### config.mk
export PLATFORM = sky130hd
export DESIGN_NAME = instr_decode_stage
export DESIGN_NICKNAME = d
export VERILOG_FILES = /design/src/rtl/proc_isa_pkg.sv /design/src/rtl/decode_hazard_detect.sv /design/src/rtl/instr_decode_stage.sv
export SDC_FILE = /design/constraint.sdc
export NUM_CORES = 1
export LEC_CHECK = 0
export ABC_AREA = 1
export BUFFER_PORTS_ARGS = -buffer_cell sky130_fd_sc_hd__buf_2
export CORE_MARGIN = 2
export CORE_UTILIZATION = 55
export CTS_CLUSTER_SIZE = 24
export DETAILED_ROUTE_END_ITERATION = 12
export HOLD_SLACK_MARGIN = 0.05
export PLACE_DENSITY = 0.79
export RECOVER_POWER = 25
export SLEW_MARGIN = 40
export SYNTH_ARGS = -nofsm -noshare
export SYNTH_HDL_FRONTEND = slang
export SYNTH_HIERARCHICAL = 1
export SYNTH_SLANG_ARGS = --single-unit
### constraint.sdc
create_clock -name clk -period 2.2 [get_ports clk]
set_input_delay 0.11 -clock clk [delete_from_list [all_inputs] [get_ports clk]]
set_output_delay 0.11 -clock clk [all_outputs]
set_load 0.005 [all_outputs]
### src/rtl/proc_isa_pkg.sv
// ---------------------------------------------------------------------------
// proc_isa_pkg
//  Shared ISA definitions for the decode stage, register file and execute
//  stage of the 8-bit teaching processor.
//  Contents:
//   - opcode constants for the upper nibble of an instruction byte
//   - cu_input encodings (Rb source select and shift-path control)
//   - decode FSM state encodings (kept as plain localparams so older
//     blocks that compare against raw 2-bit codes keep working)
//   - ctrl_t: the bundle of register-file controls produced by decode
//   - decode_instr(): maps one instruction byte to its ctrl_t
// ---------------------------------------------------------------------------
package proc_isa_pkg;

    // Upper-nibble opcodes. Ops 1..5 are the Ra-writing ALU group.
    localparam logic [3:0] OP_SYS   = 4'd0;
    localparam logic [3:0] OP_MOV   = 4'd1;
    localparam logic [3:0] OP_ADD   = 4'd2;
    localparam logic [3:0] OP_SUB   = 4'd3;
    localparam logic [3:0] OP_AND   = 4'd4;
    localparam logic [3:0] OP_OR    = 4'd5;
    localparam logic [3:0] OP_SHIFT = 4'd6;
    localparam logic [3:0] OP_STACK = 4'd7;
    localparam logic [3:0] OP_RBALU = 4'd8;
    localparam logic [3:0] OP_JZ    = 4'd9;
    localparam logic [3:0] OP_JN    = 4'd10;
    localparam logic [3:0] OP_JC    = 4'd11;
    localparam logic [3:0] OP_MEM   = 4'd12;
    localparam logic [3:0] OP_LOAD  = 4'd13;

    // cu_input: [1:0] Rb source, [2] rotate direction, [3] shift path.
    localparam logic [3:0] CU_MEM  = 4'b0000;
    localparam logic [3:0] CU_PORT = 4'b0001;
    localparam logic [3:0] CU_IMM  = 4'b0010;
    localparam logic [3:0] CU_ALU  = 4'b0011;
    localparam logic [3:0] CU_RLC  = 4'b1000;
    localparam logic [3:0] CU_RRC  = 4'b1100;

    // Decode FSM states.
    localparam logic [1:0] S_DEC   = 2'd0;
    localparam logic [1:0] S_IMM   = 2'd1;
    localparam logic [1:0] S_STALL = 2'd2;
    localparam logic [1:0] S_HALT  = 2'd3;

    typedef struct packed {
        logic [3:0] opcode;
        logic [1:0] ra_add;
        logic [1:0] rb_add;
        logic [3:0] cu_input;
        logic       ra_en;
        logic       rb_en;
        logic       flags_en;
        logic       mem_rd;
        logic       mem_wr;
        logic       port_out;
        logic       branch;
    } ctrl_t;

    // A bubble is an all-zero control word, identical to NOP.
    localparam ctrl_t CTRL_BUBBLE = '0;

    // LDM is op12 with ra field 0; its immediate follows in the next byte.
    function automatic logic is_ldm(input logic [7:0] instr);
        return (instr[7:4] == OP_MEM) && (instr[3:2] == 2'd0);
    endfunction

    // HLT is op0 with ra field 1.
    function automatic logic is_hlt(input logic [7:0] instr);
        return (instr[7:4] == OP_SYS) && (instr[3:2] == 2'd1);
    endfunction

    // Single-byte decode. LDM, HLT and all unused encodings give a bubble;
    // the FSM handles the sequencing side of LDM and HLT.
    function automatic ctrl_t decode_instr(input logic [7:0] instr);
        ctrl_t      c;
        logic [1:0] ra;
        ra         = instr[3:2];
        c          = CTRL_BUBBLE;
        c.opcode   = instr[7:4];
        c.ra_add   = ra;
        c.rb_add   = instr[1:0];
        case (instr[7:4])
            OP_MOV: c.ra_en = 1'b1;
            OP_ADD, OP_SUB, OP_AND, OP_OR: begin
                c.ra_en    = 1'b1;
                c.flags_en = 1'b1;
            end
            OP_SHIFT: begin
                c.flags_en = 1'b1;
                if (ra == 2'd0) begin
                    c.rb_en    = 1'b1;
                    c.cu_input = CU_RLC;
                end else if (ra == 2'd1) begin
                    c.rb_en    = 1'b1;
                    c.cu_input = CU_RRC;
                end
            end
            OP_STACK: begin
                case (ra)
                    2'd0: c.mem_wr = 1'b1;
                    2'd1: begin
                        c.rb_en    = 1'b1;
                        c.cu_input = CU_MEM;
                        c.mem_rd   = 1'b1;
                    end
                    2'd2: c.port_out = 1'b1;
                    default: begin
                        c.rb_en    = 1'b1;
                        c.cu_input = CU_PORT;
                    end
                endcase
            end
            OP_RBALU: begin
                c.rb_en    = 1'b1;
                c.cu_input = CU_ALU;
                c.flags_en = 1'b1;
            end
            OP_JZ, OP_JN, OP_JC: c.branch = 1'b1;
            OP_MEM: begin
                case (ra)
                    2'd0: c = CTRL_BUBBLE;
                    2'd1: begin
                        c.rb_en    = 1'b1;
                        c.cu_input = CU_MEM;
                        c.mem_rd   = 1'b1;
                    end
                    default: c.mem_wr = 1'b1;
                endcase
            end
            OP_LOAD: begin
                c.rb_en    = 1'b1;
                c.cu_input = CU_MEM;
                c.mem_rd   = 1'b1;
            end
            default: c = CTRL_BUBBLE;
        endcase
        return c;
    endfunction

endpackage

### src/rtl/decode_hazard_detect.sv
// ---------------------------------------------------------------------------
// decode_hazard_detect
//  Combinational load-use hazard check for the decode stage.
//  Ports:
//   prev_load  in  1  instruction now in execute writes Rb from memory
//   prev_rb    in  2  register that load writes
//   cur_ra     in  2  ra field of the byte being decoded
//   cur_rb     in  2  rb field of the byte being decoded
//   hazard     out 1  current byte must wait for the load data
// ---------------------------------------------------------------------------
module decode_hazard_detect (
    input  logic       prev_load,
    input  logic [1:0] prev_rb,
    input  logic [1:0] cur_ra,
    input  logic [1:0] cur_rb,
    output logic       hazard
);

    assign hazard = prev_load && ((cur_ra == prev_rb) || (cur_rb == prev_rb));

endmodule

### src/rtl/instr_decode_stage.sv
// ---------------------------------------------------------------------------
// instr_decode_stage
//  Decode stage feeding the register file. Accepts instruction bytes over a
//  valid/ready handshake, produces registered register-file controls one
//  cycle later, sequences two-byte LDM, inserts load-use bubbles and halts
//  on HLT.
//  Parameters:
//   DATA_W        instruction width, fixed at 8 by the ISA
//   STALL_CYCLES  bubbles per load-use hazard (1..3)
//   CNT_W         stall counter width (only with DECODE_PERF_CNT_EN)
//  Ports:
//   clk, rst_n          clock, asynchronous active-low reset
//   instr_i/valid/ready instruction byte handshake from fetch
//   flush_i             kill decode contents (taken branch)
//   opcode_o, ra_add_o, rb_add_o, cu_input_o, ra_en_o, rb_en_o, flags_en_o
//                       register-file controls
//   mem_rd_o, mem_wr_o, port_out_o, branch_o
//                       strobes for the downstream stages
//   halted_o            stage is halted
//   perf_stall_cnt_o    saturating count of hazard bubbles
//  Configuration macro: DECODE_PERF_CNT_EN adds the stall counter and its
//  port; without it the stage behaves identically minus the counter.
// ---------------------------------------------------------------------------
module instr_decode_stage
    import proc_isa_pkg::*;
#(
    parameter int DATA_W       = 8,
    parameter int STALL_CYCLES = 1
`ifdef DECODE_PERF_CNT_EN
    ,
    parameter int CNT_W        = 16
`endif
) (
    input  logic              clk,
    input  logic              rst_n,
    input  logic [DATA_W-1:0] instr_i,
    input  logic              instr_valid_i,
    output logic              instr_ready_o,
    input  logic              flush_i,
    output logic [3:0]        opcode_o,
    output logic [1:0]        ra_add_o,
    output logic [1:0]        rb_add_o,
    output logic [3:0]        cu_input_o,
    output logic              ra_en_o,
    output logic              rb_en_o,
    output logic              flags_en_o,
    output logic              mem_rd_o,
    output logic              mem_wr_o,
    output logic              port_out_o,
    output logic              branch_o,
    output logic              halted_o
`ifdef DECODE_PERF_CNT_EN
    ,
    output logic [CNT_W-1:0]  perf_stall_cnt_o
`endif
);

    // The stall-cycle counter preloads with the bubbles still owed after
    // the one emitted on the cycle the hazard is detected.
    localparam logic [1:0] STALL_INIT = 2'(STALL_CYCLES - 1);

    logic [1:0]        state_q, state_d;
    ctrl_t             ctrl_q, ctrl_d;
    logic [DATA_W-1:0] held_q, held_d;
    logic [1:0]        ldm_rb_q, ldm_rb_d;
    logic [1:0]        stall_left_q, stall_left_d;
    logic              stall_bubble;
    logic              issue_en;
    logic [DATA_W-1:0] issue_byte;
    logic              prev_load;
    logic              hazard;

    // The instruction whose controls sit on the outputs is the one now in
    // execute; if it loads Rb from memory its data is not yet available.
    assign prev_load = ctrl_q.rb_en && (ctrl_q.cu_input == CU_MEM);

    decode_hazard_detect u_hazard (
        .prev_load (prev_load),
        .prev_rb   (ctrl_q.rb_add),
        .cur_ra    (instr_i[3:2]),
        .cur_rb    (instr_i[1:0]),
        .hazard    (hazard)
    );

    // Ready follows the state register, except that a flush cycle always
    // accepts (and discards) whatever fetch is presenting.
    assign instr_ready_o = flush_i || (state_q == S_DEC) || (state_q == S_IMM);
    assign halted_o      = (state_q == S_HALT);

    assign opcode_o   = ctrl_q.opcode;
    assign ra_add_o   = ctrl_q.ra_add;
    assign rb_add_o   = ctrl_q.rb_add;
    assign cu_input_o = ctrl_q.cu_input;
    assign ra_en_o    = ctrl_q.ra_en;
    assign rb_en_o    = ctrl_q.rb_en;
    assign flags_en_o = ctrl_q.flags_en;
    assign mem_rd_o   = ctrl_q.mem_rd;
    assign mem_wr_o   = ctrl_q.mem_wr;
    assign port_out_o = ctrl_q.port_out;
    assign branch_o   = ctrl_q.branch;

    // Next-state and next-control logic. Every path starts from a bubble;
    // only an issued instruction or an LDM immediate overrides it. Issuing
    // is shared between a freshly accepted byte and the byte held during a
    // stall, so LDM and HLT sequencing works the same for both.
    always_comb begin
        state_d      = state_q;
        ctrl_d       = CTRL_BUBBLE;
        held_d       = held_q;
        ldm_rb_d     = ldm_rb_q;
        stall_left_d = stall_left_q;
        stall_bubble = 1'b0;
        issue_en     = 1'b0;
        issue_byte   = instr_i;

        if (flush_i) begin
            state_d = S_DEC;
        end else begin
            case (state_q)
                S_DEC: begin
                    if (instr_valid_i) begin
                        if (hazard) begin
                            held_d       = instr_i;
                            stall_left_d = STALL_INIT;
                            stall_bubble = 1'b1;
                            state_d      = S_STALL;
                        end else begin
                            issue_en = 1'b1;
                        end
                    end
                end
                S_IMM: begin
                    if (instr_valid_i) begin
                        ctrl_d.opcode   = instr_i[7:4];
                        ctrl_d.ra_add   = instr_i[1:0];
                        ctrl_d.rb_add   = ldm_rb_q;
                        ctrl_d.cu_input = CU_IMM;
                        ctrl_d.rb_en    = 1'b1;
                        state_d         = S_DEC;
                    end
                end
                S_STALL: begin
                    if (stall_left_q == 2'd0) begin
                        issue_en   = 1'b1;
                        issue_byte = held_q;
                    end else begin
                        stall_left_d = stall_left_q - 2'd1;
                        stall_bubble = 1'b1;
                    end
                end
                S_HALT: begin
                    state_d = S_HALT;
                end
                default: state_d = S_DEC;
            endcase
        end

        if (issue_en) begin
            state_d = S_DEC;
            if (is_ldm(issue_byte)) begin
                ldm_rb_d = issue_byte[1:0];
                state_d  = S_IMM;
            end else if (is_hlt(issue_byte)) begin
                state_d = S_HALT;
            end else begin
                ctrl_d = decode_instr(issue_byte);
            end
        end
    end

    // State and output registers. Reset lands in S_DEC with a bubble on the
    // outputs, so a reset mid-LDM or mid-stall never leaks a partial write.
    always_ff @(posedge clk or negedge rst_n) begin
        if (!rst_n) begin
            state_q      <= S_DEC;
            ctrl_q       <= CTRL_BUBBLE;
            held_q       <= '0;
            ldm_rb_q     <= '0;
            stall_left_q <= '0;
        end else begin
            state_q      <= state_d;
            ctrl_q       <= ctrl_d;
            held_q       <= held_d;
            ldm_rb_q     <= ldm_rb_d;
            stall_left_q <= stall_left_d;
        end
    end

`ifdef DECODE_PERF_CNT_EN
    // Counts each bubble that exists only because of a load-use hazard,
    // sticking at all-ones rather than wrapping.
    logic [CNT_W-1:0] perf_q;

    always_ff @(posedge clk or negedge rst_n) begin
        if (!rst_n) begin
            perf_q <= '0;
        end else if (stall_bubble && (perf_q != '1)) begin
            perf_q <= perf_q + 1'b1;
        end
    end

    assign perf_stall_cnt_o = perf_q;
`endif

endmodule

After elaboration in Yosys (flattened, before gate mapping)
Index checks and enable logic that the tools add are counted.
Storage, ports and cells
  flip-flop bits (word level): 33
  bits in latches: 0
  memory bits (writable): 0
  bits in read-only memories: 0
  input bits: 12
  output and inout port bits: 21
  logic and storage cells: 117
  memories kept: 0
Cells by class
  add/subtract/negate cells: 1
  multipliers: 0
  div/mod/pow operators: 0
  $lt $le $gt $ge: 0
  eq/ne operators: 26
  shifts and indexed selects: 0
  multiplexer cells: 47
  bitwise gates (word level): 1
  reductions and logical operators: 27
Operators with widths (count)
  $mux 19: 3
  $mux 12: 3
  $mux 8: 4
  $eq 4x4->1 const B: 6
  $mux 2: 10
  $mux 1: 17
  $eq 4x3->1 const B: 4
  $pmux 8 s2: 1
  $ne 4x4->1 const B: 3
  $pmux 4 s3: 1
  $reduce_or 12->1: 1
  $eq 4x2->1 const B: 2
  $logic_not 4->1: 2
  $mux 4: 2
  $pmux 2 s2: 2
  $reduce_and 4->1: 2
  $reduce_or 2->1: 4
  $eq 2x2->1 const B: 3
  $logic_not 2->1: 3
  $ne 2x2->1 const B: 3
  $pmux 2 s3: 1
  $reduce_or 3->1: 2
  $reduce_or 6->1: 1
  $reduce_and 5->1: 1
  13 further kinds: 21

Longest topological paths before layout
  depth in word-level cells: 11
  depth in mapped cells: 16
  gate-level depth less buffers: 16

By module
Netlist, hierarchy kept.
Modules (own cells, without submodules)
  instr_decode_stage: instances 1, cells an instance 232, area an instance 1814.2 um2, seq. area each 825.8 um2
  decode_hazard_detect: instances 1, cells an instance 19, area an instance 81.3 um2, seq. area each 0.0 um2

Worst setup path after synthesis
OpenSTA, ideal clock, no wires.
  kind: reg2reg
  start point: register stall_left_q[0]
  end point: register ctrl_q, in the netlist opcode_o[2]
  setup time: 0.118 ns
  arrival time: 1.579 ns
  data required time: 2.082 ns
  setup slack: 0.503 ns
  cell stages (with the launch flop): 12
  path buffers: 0
  clock period less this slack: 1.697 ns
  path through: dfrtp_1 inv_1 ha_1 nand4_4 nand2_1 nand2_4 inv_2 nand2_1 nand2_1 nand3_1 nand3_1 nand2_1
RTL lines
  start: declaration: line instr_decode_stage.sv:66  | logic [1:0] stall_left_q, stall_left_d;
  start signal: assignment: line instr_decode_stage.sv:185  | stall_left_q <= stall_left_d;
  end signal: assignment: line instr_decode_stage.sv:182  | ctrl_q <= ctrl_d;
  end: declaration: line instr_decode_stage.sv:63  | ctrl_t ctrl_q, ctrl_d;

==> flow_summary_export.csv <==
group,metric,value,unit
synth,synth_nets,265,
power,clkPwrFrac,0.219,
setup_path,r2r_slack,210,ps
synth,yosysSeqAreaShare,0.436,
sta,timing_hold_violations_final,0,
layout,utilization,0.673,
placed_design,dp.cells,329,
setup_path,setup.worst_path.end_class,"register",
clocking,clock-sinks,33,
layout,drive_gt1_frac,0.253,
global_routing,grt_overflow_total,0,
placed_design,gp_congestion,0.923,
placed_design,dp_slack,208,ps
routing,vias_per_cell,5.16,
clocking,numCtsBuffers,5,
layout,stdcell_count,342,
power,powerDensity,679,nW/um^2
clocking,cts_tree,"yes",
sta,layout_min_cycle_time,1990,ps
layout,most-common-layout-cells,"nand2_1 (74), dfrtp_1 (33), inv_1 (32)",
job,maxCapViolCount,0,
routing,drt-pass1-iter-count,4,
setup_path,worstSetupStartpointType,"register",
setup_path,r2r_end,"rb_add_o[1]",
sta,worst_slew_pin_slew,771,ps
floorplan,initial_core_util,0.573,
setup_path,reg2reg_depth,11,
clocking,clk-insertion-delay-late,350,ps
floorplan,io_pins,33,
layout,layout.nets,309,
layout,multi_input_area,912,um^2
sta,setup_viol,0,
setup_path,cp_top_family,"simple AND/OR/NAND/NOR gates",
routing,detail_route.wl_per_cell,12.5,um
sta,setup-tns-final,0,ps
power,swShare,0.366,
floorplan,dieArea,3930,um^2
setup_path,arrival,2230,ps
sta,period_share,0.906,
routing,ant_nets,0,
global_routing,grt_pass1_vias,1670,
sta,rsz0062_at_grt,"no",
global_routing,grt_max_degree,34,
power,p_int,0.000959,W
status,status,"finished, final reports clean",
sta,slew_viol_final,0,
power,p_switching,0.000555,W
power,ir_drop,0.487,mV
placed_design,hpwl,3280,um
routing,finalWirelength,4270,um
synth,syn_area_per_cell,7.55,um^2
synth,syn_area,1900,um^2
routing,drt-initial-drc-count,61,
global_routing,grt_pass1_wl,7390,um
layout,n_antenna_cell,0,
synth,synth-seq-cells,33,
synth,netlist_instances,251,
hold_path,min_from,"instr_i[2]",
sta,setup_ws,207,ps
sta,fmax,502,MHz
layout,layout.area.seq,826,um^2
synth,yosysUniqueCellTypes,31,
setup_path,slowest_stage,"dfrtp_1",
setup_path,cp_max_fo,9,
layout,fill_cells,303,
routing,drcViolationCount,0,
power,p_seq_frac,0.475,
clocking,htree_levels,2,
hold_path,whs_path_depth,3,
setup_path,cp.required,2440,ps
clocking,max-clock-path-buffers,2,
placed_design,io_buffers,32,
setup_path,worstPathCellList,"inv_1 -> ha_2 -> nand4_4 -> nand2_1 -> o21ai_4 -> nor2_1 -> nand2_2 -> nand2_2 -> nor2_4 -> nand3_1 -> nand2_1",
power,combPwrFrac,0.306,
global_routing,grtUsageTotal,0.244,
sta,clock_skew,9.22,ps
global_routing,antenna_found_initial,0,
routing,routed-via-count,1765,
floorplan,die_w,62.7,um
sta,relSlewSlack,0.486,
layout,final_common_cell,"nand2_1",
clocking,clkSlewWorstSetupHoldPaths,100,ps
setup_path,r2r-start,"stall_left_q[0]",
power,p_leak,1.23,nW
floorplan,die_h,62.7,um
setup_path,path_class,"reg -> reg",
clocking,cts_root_buffer,"clkbuf_4",
floorplan,core-area,3310,um^2
synth,yosys_warnings,6,
hold_path,holdPathEnd,"held_q[2]",
setup_path,worst-path-buf-inv,1,
layout,area_growth,17.6,%
hold_path,hold_path.class,"in -> reg",
sta,whs,79.6,ps
setup_path,slowest_delay,380,ps
floorplan,row_count,21,
cells by family after synthesis:
group,share of synthesized area
buffers and inverters,0.0884
xor gates and xnor gates,0.00462
adders and majority gates,0.0132
AOI/OAI and AO/OA,0.0931
and+or+nand+nor,0.359
muxes,0.00594
DFF,0.436
area by class of cell:
type,count,area share
Clock inverter,3,0.00786
Clock buffer,5,0.0168
Sequential cell,33,0.371
Tap cell,46,0.0258
Multi-Input combinational cell,176,0.409
Timing Repair Buffer,39,0.101
Inverter,40,0.0685
what timing repair did:
item	CTS	global route
buffers inserted	0	0
gates resized for setup	0	2
hold endpoints to repair	37	0
hold buffers	5	0
endpoints found under the setup margin	0	4
worst reg2reg max path, stage by stage, from the launching register on:
cell,delay (ps)
dfrtp_1,380
inv_1,100
ha_2,260
nand4_4,210
nand2_1,170
o21ai_4,90
nor2_1,240
nand2_2,150
nand2_2,110
nor2_4,60
nand3_1,70
nand2_1,60
worst max-delay path by stage:
| stage | startpoint | to | slack, ps | depth (start not counted) |
|---|---|---|---|---|
| 2_1_floorplan | stall_left_q[0] | opcode_o[2] | 500 | 11 |
| 3_3_place_gp | stall_left_q[0] | cu_input_o[2] | 280 | 10 |
| 3_5_place_dp | stall_left_q[0] | cu_input_o[2] | 210 | 10 |
| 4_1_cts | stall_left_q[0] | rb_add_o[1] | 190 | 10 |
| 5_1_grt | stall_left_q[0] | rb_add_o[1] | 20 | 11 |
| 6_report | stall_left_q[0] | rb_add_o[1] | 210 | 11 |
cell usage after synthesis, drive strengths merged:
master  count  area [um^2]
nand2      87          374
inv        39          149
dfrtp      33          826
nand3      22          115
nor2       21          109
o21ai      21          109
a21oi       5         28.8
nand4       5         46.3
o22ai       4         31.3
nor4        3         18.8
ha          2         25.0
nor3        2         10.0
buf         1         11.3
clkbuf      1         3.75
clkinv      1         3.75
mux2        1         11.3
nand3b      1         7.51
o211ai      1         7.51
xnor2       1         8.76
metrics by stage:
step | power, W | cell area (um^2)
floorplan | 0.00105 | 1900
global placement | 0.00116 | 2110
detailed placement | 0.00117 | 2110
CTS | 0.00151 | 2220
global route | 0.00163 | 2230
finish | 0.00151 | 2230
metal layers:
layer	vias to the layer above	global-route usage	share of wire
li1	892	-	-
met1	822	0.295	0.44
met2	42	0.409	0.49
met3	9	0.0631	0.051
met4	0	0.111	0.020
met5	-	0	0
power groups by stage:
stage	registers, W	clock network, W	logic (W)
2_1_floorplan	0.000725	0	0.000322
3_3_place_gp	0.000728	0	0.000429
3_5_place_dp	0.000729	0	0.000445
4_1_cts	0.000717	0.000339	0.000454
5_1_grt	0.000728	0.000373	0.000523
6_report	0.000719	0.000332	0.000463
flip-flops by register name, summed over array words and instances, names as in the netlist:
name / flops
held_q: 8
rb_en_o: 1
ldm_rb_q: 2
cu_input_o: 4
rb_add_o: 2
ra_en_o: 1
ra_add_o: 2
mem_rd_o: 1
port_out_o: 1
flags_en_o: 1
mem_wr_o: 1
state_q: 2
branch_o: 1
opcode_o: 4
stall_left_q: 2
Power figures use the tool's default switching activity.
